===== src/rtl/r30_stream_reader_pkg.sv =====
// Shared definitions for the Rule 30 stream reader: FSM states and default sizing.
package r30_stream_reader_pkg;

  localparam int R30_N_DEF   = 128;
  localparam int R30_W_DEF   = 32;
  localparam int R30_TAP_DEF = R30_N_DEF / 2;

  typedef enum logic [1:0] {
    ST_IDLE = 2'd0,
    ST_FILL = 2'd1,
    ST_HOLD = 2'd2
  } r30_fsm_e;

endpackage


===== src/rtl/r30_stream_reader_ring.sv =====
// Combinational Rule 30 ring: one generation step over an N-cell circular state.
module r30_stream_reader_ring
  import r30_stream_reader_pkg::*;
#(
  parameter int N = R30_N_DEF
) (
  input  logic [N-1:0] state_in,
  output logic [N-1:0] state_out
);

  // Each cell looks at its left neighbour, itself and its right neighbour, wrapping at the ends.
  for (genvar i = 0; i < N; i++) begin : g_cell
    localparam int LEFT  = (i + N - 1) % N;
    localparam int RIGHT = (i + 1) % N;
    assign state_out[i] = state_in[LEFT] ^ (state_in[i] | state_in[RIGHT]);
  end

endmodule


===== src/rtl/r30_stream_reader.sv =====
// Rule 30 stream reader: steps a seeded ring and packs the tap bit of each
// generation into W-bit words delivered over a valid/ready handshake.
//
// state   | meaning
// --------+-------------------------------------------------
// IDLE    | no seed loaded, ring frozen, nothing presented
// FILL    | ring stepping once per cycle, collecting tap bits
// HOLD    | complete word on out_data, ring frozen until taken
module r30_stream_reader
  import r30_stream_reader_pkg::*;
#(
  parameter int N   = R30_N_DEF,
  parameter int W   = R30_W_DEF,
  parameter int TAP = N / 2
) (
  input  logic         clk,
  input  logic         rst_n,
  input  logic         seed_valid,
  input  logic [N-1:0] seed_data,
  output logic         seed_ready,
  output logic         out_valid,
  output logic [W-1:0] out_data,
  input  logic         out_ready,
  output logic         seeded
);

  localparam int CW = $clog2(W + 1);

  r30_fsm_e        fsm_q;
  r30_fsm_e        fsm_d;
  logic [N-1:0]    state_q;
  logic [N-1:0]    ring_out;
  logic [N-1:0]    tap_only;
  logic [N-1:0]    seed_load;
  logic [CW-1:0]   count_q;
  logic            seed_fire;
  logic            step_en;
  logic            word_done;

  r30_stream_reader_ring #(.N(N)) u_ring (
    .state_in  (state_q),
    .state_out (ring_out)
  );

  // A new seed is always welcome; it simply aborts whatever word is in flight.
  assign seed_ready = 1'b1;
  assign seed_fire  = seed_valid && seed_ready;
  assign out_valid  = (fsm_q == ST_HOLD);
  assign seeded     = (fsm_q != ST_IDLE);

  // All-zero is a fixed point of Rule 30, so it is replaced by a single live cell at the tap.
  always_comb begin
    tap_only      = '0;
    tap_only[TAP] = 1'b1;
    seed_load     = (seed_data == '0) ? tap_only : seed_data;
  end

  // FSM state register.
  always_ff @(posedge clk) begin
    if (!rst_n) fsm_q <= ST_IDLE;
    else        fsm_q <= fsm_d;
  end

  // Next-state and datapath enables; a seed fire overrides every state.
  always_comb begin
    fsm_d     = fsm_q;
    step_en   = 1'b0;
    word_done = 1'b0;
    if (seed_fire) begin
      fsm_d = ST_FILL;
    end else begin
      case (fsm_q)
        ST_IDLE: fsm_d = ST_IDLE;
        ST_FILL: begin
          step_en = 1'b1;
          if (count_q == CW'(W - 1)) begin
            word_done = 1'b1;
            fsm_d     = ST_HOLD;
          end
        end
        ST_HOLD: if (out_ready) fsm_d = ST_FILL;
        default: fsm_d = ST_IDLE;
      endcase
    end
  end

  // Ring state, bit counter and word assembly; everything freezes outside FILL.
  always_ff @(posedge clk) begin
    if (!rst_n) begin
      state_q  <= '0;
      out_data <= '0;
      count_q  <= '0;
    end else if (seed_fire) begin
      state_q <= seed_load;
      count_q <= '0;
    end else if (step_en) begin
      state_q <= ring_out;
      for (int i = 0; i < W; i++) begin
        if (count_q == CW'(i)) out_data[i] <= ring_out[TAP];
      end
      count_q <= word_done ? '0 : count_q + CW'(1);
    end
  end

endmodule


===== config.mk =====
export PLATFORM = sky130hd
export DESIGN_NAME = r30_stream_reader
export DESIGN_NICKNAME = d
export VERILOG_FILES = /design/src/rtl/r30_stream_reader_pkg.sv /design/src/rtl/r30_stream_reader_ring.sv /design/src/rtl/r30_stream_reader.sv
export SDC_FILE = /design/constraint.sdc
export NUM_CORES = 1
export LEC_CHECK = 0
export ABC_CLOCK_PERIOD_IN_PS = 1600
export CAP_MARGIN = 20
export CORE_UTILIZATION = 49
export DETAILED_ROUTE_END_ITERATION = 8
export PLACE_DENSITY = 0.77
export REMOVE_ABC_BUFFERS = 1
export SLEW_MARGIN = 30
export SYNTH_ARGS = -nofsm -noshare
export SYNTH_HDL_FRONTEND = slang
export SYNTH_SLANG_ARGS = --single-unit
export TNS_END_PERCENT = 10

===== constraint.sdc =====
create_clock -name clk -period 1.6 [get_ports clk]
set_input_delay 0.32 -clock clk [delete_from_list [all_inputs] [get_ports clk]]
set_output_delay 0.32 -clock clk [all_outputs]
set_load 0.05 [all_outputs]

* Yosys cells after proc, flatten, opt, wreduce, memory -nomap -nowiden *
Index checks and enable logic that the tools add are counted.

storage, ports and cells
  register bits = 168

cells by class
  add/subtract/negate cells = 1
  equality and inequality tests = 37
  mux-type cells = 13
  bitwise operators = 258
  reductions and logical operators = 39

operator list
  cell                                                  number
  2-to-1 mux 128 bit                                    3
  logical NOT 128 bit                                   1
  OR 1 bit                                              128
  XOR 1 bit                                             128
  equality test 6 x 5 -> 1 bit (second input constant)  16
  AND reduction 3 bit                                   32
  equality test 6 x 4 -> 1 bit (second input constant)  8
  equality test 6 x 3 -> 1 bit (second input constant)  4
  equality test 6 x 2 -> 1 bit (second input constant)  2
  adder 6 x 1 -> 6 bit (second input constant)          1
  equality test 6 x 1 -> 1 bit (second input constant)  1
  logical NOT 6 bit                                     1
  2-to-1 mux 1 bit                                      6
  2-to-1 mux 6 bit                                      1
  2-to-1 mux 2 bit                                      2
  case mux 2 bit (2 select lines)                       1
  AND reduction 2 bit                                   2
  nonzero test 2 bit                                    2
  != test 3 x 2 -> 1 bit (second input constant)        1
  != test 3 bit (second input constant)                 1
  equality test 2 x 1 -> 1 bit (second input constant)  1
  equality test 2 bit (second input constant)           1
  != test 2 x 1 -> 1 bit (second input constant)        1
  != test 2 bit (second input constant)                 1
  2 further kinds                                       3

* Logic depth before layout (Yosys ltp) *
  depth after elaboration = 5
  gate-level depth with buffers = 8

* By module *
A second synthesis with hierarchy kept.

second synthesis, totals
  cell total of the unflattened synthesis = 1363
  area, all modules = 9805.7 um^2

modules (own cells, without submodules)
  module                  times used  cells each  area an instance (um^2)  sequential area each (um^2)
  r30_stream_reader       1           1107        8204.1                   3363.2
  r30_stream_reader_ring  1           256         1601.5                   0.0

* Worst setup path before layout *
Ideal clock, no wire load.

  path type = input to register
  from = input port seed_valid
  to = register out_data[27]
  setup time = 0.117 ns
  arrival = 1.551 ns
  setup slack = -0.068 ns
  stages on the path = 8
  buffers on the path = 3
  path through = buf_6 or3b_1 buf_6 nor4bb_1 buf_2 nand2_1 nand2_1 a21boi_1

on the way
  longest elaborated chain between the ends = 2
  elaborated cells between the ends (all ways) = 3
  classes of those cells = mux (1); bitwise (1); reduce/logical (1)

RTL lines
  item                                                  RTL line                 RTL
  from (decl)                                           r30_stream_reader.sv:18  input logic seed_valid,
  2-to-1 mux 1 bit / NOT 1 bit (equally long branches)  -
  AND reduction 3 bit (no line) (*)                     -
  to (signal, indexed assignment)                       r30_stream_reader.sv:99  if (count_q == CW'(i)) out_data[i] <= ring_out[TAP];
  to (decl)                                             r30_stream_reader.sv:22  output logic [W-1:0] out_data,

Every way passes the cells marked *; elsewhere a longest branch is shown, timed or not.
A chain may end at the register's enable or synchronous reset.

* Worst setup path after layout *
  from = register fsm_q[1]
  to = register state_q[15]

on the way
  longest elaborated chain between the ends = 4

RTL lines
  item                          RTL line                 RTL
  from (decl)                   r30_stream_reader.sv:29  r30_fsm_e fsm_q;
  from (signal assigned)        r30_stream_reader.sv:61  else fsm_q <= fsm_d;
  equality test 2 x 1 -> 1 bit  r30_stream_reader.sv:72  case (fsm_q)
  2-to-1 mux 1 bit              r30_stream_reader.sv:72
  2-to-1 mux 1 bit              r30_stream_reader.sv:69  if (seed_fire) begin
  nonzero test 2 bit (no line)  -
  to (signal assigned)          r30_stream_reader.sv:94  state_q <= seed_load;
  to (signal assigned)          r30_stream_reader.sv:97  state_q <= ring_out;
  to (decl)                     r30_stream_reader.sv:31  logic [N-1:0] state_q;

No other way between the ends.

==> flow_summary.ini <==
[sta]
drv_slew = 0
fin_ws_ns = -0.2121
fin_crit_sh_pct = 113.3
rsz0062_at_grt = yes
setup_tns_ns = -3.287
timing.final.hold_violations = 0
worst_slew_pin_slew_ns = 0.5443
fmax_ghz = 0.5519
min_period_ns = 1.812
slew_headroom_pct = 63.58
clock_skew_ns = 0.01224
setup_violations = 78

[synthesis]
synth_area_leaders = dfxtp_1 (33%), mux2i_1 (13%), a221oi_1 (11%), nor2b_1 (8.2%), a21oi_1 (6.5%)
syn_inst = 1255
synth.distinct_cells = 38
synth_top_family_by_area = compound AO/OA/AOI/OAI gates
synth_ff_type = dfxtp_1
yosysMostFrequentCell = dfxtp_1
yosysTopAreaCellShare_pct = 33.42
ys_warn_count = 0
yosysTopAreaCell = dfxtp_1
yosys_register_bits = 168
synth_xor_area_share_pct = 0.2611
avgSynthCellArea_sq_um = 8.018
async_flop_share_pct = 0
muxShareOfSynthArea_pct = 12.76
synthTopCellsByCount = dfxtp_1 (168), nor2b_1 (132), a21oi_1 (131), o21ai_0 (131), inv_1 (130)
synth_edf_count = 0
synthSimpleGateAreaFrac_pct = 17.63
synth_fa_ha_area_share_pct = 0.4974
netlist_area_sq_um = 10060
synth-compound-area-share_pct = 26.68
seq_area_frac_synth_pct = 33.42

[worst_setup_path]
critPathLaunch = fsm_q[1]
path_class = reg2reg
max_stage_delay_ns = 0.36
worst-path-max-fanout = 7
worstPathCellList = buf_6 > nor2b_4 > buf_12 > buf_12 > buf_6 > buf_16 > o21ai_0 > a221oi_1 > a21oi_1 > nor2b_1
r2r-start = fsm_q[1]
worstPathRequired_ns = 1.96
worstPathArrival_ns = 2.17
ff2ff_setup_slack_ns = -0.21
cp-end-kind = flip-flop
critPathSlowestCell = dfxtp_4
start_kind = flip-flop

[clock_network]
cts.clk_slew.worst_paths_ns = 0.07
cts.sinks = 168
cts_tree = done
clk-insertion-delay-late_ns = 0.43
cts_buffer_depth = 2
root_buffer = clkbuf_16
htreeDepth = 4
numCtsBuffers = 17

[route]
detail-route-antenna-nets = 0
drc = 0
drtPass1Iterations = 5
viasPerCell = 5.852
drt-initial-drc-count = 878
vias = 10534
wl_per_cell_um = 16.53
wirelength_um = 29760

[global_routing]
grt.busiest_layer = met2
grt_max_degree = 121
grt.met1_usage_pct = 35.12
met3_usage_pct = 4.591
gr-total-overflow = 0
grt_first_pass_wirelength_um = 45970
grt_use_total_pct = 26.35
grt_use_met2_pct = 43.82
antenna_found_initial = 0
grt_pass1_vias = 9457

[hold_path]
hold_start = rst_n
hold_class = in2reg

[pwr]
intPower_mw = 8.037
vdd_drop_max_mv = 0.6767
pwr_density_cell_nw_per_um2 = 791.4
clkPwrFrac_pct = 37.6
p_leak_nw = 5.053
power_frac_comb_pct = 20.5
switching_share_pct = 29.02
power_frac_seq_pct = 41.9
switching_power_mw = 3.286
p_total_mw = 11.32

[run]
cap_viol_max_count = 0

[final_layout]
drive_gt1_share_pct = 21.11
n_antenna_cell = 0
area_growth_pct = 42.19
finalNonFillerCells = 1800
nFillCells = 1561
num-nets-final = 1653

[run_status]
violations = setup timing
status = finished, violations left

[placement]
hpwl_um = 19390
gp_congestion = 0.8667
placed_cells = 1750
port_buffers = 165

[floorplan]
die_h_um = 145.3
die_w_um = 145.3
floorplan.core_area_sq_um = 20170
die_area_sq_um = 21110
pin_count = 167
start_util_pct = 49.89
num_rows = 52
-- flip-flops by register name, indices dropped and copies added, names as in the netlist --
name      cells
state_q     128
fsm_q         2
out_data     32
count_q       6
-- path summary, 6_finish.rpt --
| kind | cells after the start | to |
|---|---|---|
| hold reg to reg | 2 | out_data[21] |
| setup / recovery | 10 | state_q[15] |
| setup reg to reg | 10 | state_q[15] |
| hold / removal | 3 | state_q[64] |
-- logic make-up (layout without fill, tap and decap cells) --
| logic type | count (synthesis) | count (layout) |
|---|---|---|
| other | 1 | 1 |
| buffers and inverters | 223 | 498 |
| AND/OR/NAND/NOR | 304 | 304 |
| AO/OA/AOI/OAI | 424 | 424 |
| multiplexers | 128 | 128 |
| adder cells (fa/ha/maj) | 4 | 4 |
| flip-flops | 168 | 168 |
| XOR/XNOR | 3 | 3 |
-- power groups by stage --
stage / Sequential (mW) / Combinational [mW] / Clock (mW)
after floorplan: 4.73 / 0.997 / 0
after global placement: 4.79 / 1.98 / 0
after detailed placement: 4.80 / 2.02 / 0
after CTS: 4.71 / 2.14 / 4.31
after global routing: 4.78 / 2.51 / 4.50
final: 4.75 / 2.32 / 4.26
-- what timing repair did --
action,4_1_cts,5_1_grt
gates cloned,3,5
endpoints found under the setup margin,112,163
pin swaps,21,51
gates resized for setup,33,120
setup buffers,8,4
hold buffers,0,0
-- cells in the final DEF, fill, tap and decap left out, types with 2 or more instances in the layout --
master / count
a21boi_1: 29
a21boi_2: 2
a21oi_1: 130
a221oi_1: 89
a221oi_2: 38
buf_12: 17
buf_16: 2
buf_4: 162
buf_6: 15
buf_8: 6
bufinv_16: 2
clkbuf_16: 21
clkdlybuf4s50_1: 129
clkinv_4: 2
clkinvlp_4: 2
dfxtp_1: 166
dfxtp_4: 2
ha_1: 3
inv_1: 130
inv_6: 6
mux2i_1: 125
nand2_1: 66
nand2_2: 2
nand2b_1: 3
nand3_1: 31
nand3_2: 2
nand4_1: 9
nor2_1: 10
nor2b_1: 130
nor4_1: 29
nor4_2: 4
nor4_4: 2
nor4b_4: 4
o21ai_0: 93
o21ai_1: 25
o21ai_2: 12
-- critical path, delay by kind of cell (launching register included) --
| family | cells | cell delay [ns] |
|---|---|---|
| buffers and inverters | 5 | 0.60 |
| AO/OA/AOI/OAI | 3 | 0.49 |
| flip-flops | 1 | 0.36 |
| AND/OR/NAND/NOR | 2 | 0.29 |
-- through the flow --
step                      instance area, sq um  hold slack (ns)  util, %  setup slack [ns]
after floorplan                           9674           0.4273        -            -2.790
after global placement                   12910           0.4428    64.01           -0.5920
after detailed placement                 12910           0.4477    64.01           -0.5932
after CTS                                13810           0.3258    68.46           -0.1128
after global routing                     14310           0.3272    70.94           -0.2582
final                                    14310           0.3403    70.94           -0.2121
-- area by class of cell --
type,count,area (sq um),share of cell area (%)
sequential,168,3371,23.56
timing repair buffer,336,3267,22.83
inverter,130,488.0,3.411
clock buffer,19,442.9,3.096
tap,270,337.8,2.361
clock inverter,13,156.4,1.093
multi-input combinational,864,6245,43.65
-- per-layer routing --
layer | vias up | wire, um
met5 | - | 0
met4 | 0 | 490
met3 | 41 | 1681
met2 | 347 | 14410
met1 | 5068 | 13180
li1 | 5078 | -
(Power assumes the default switching activity.)
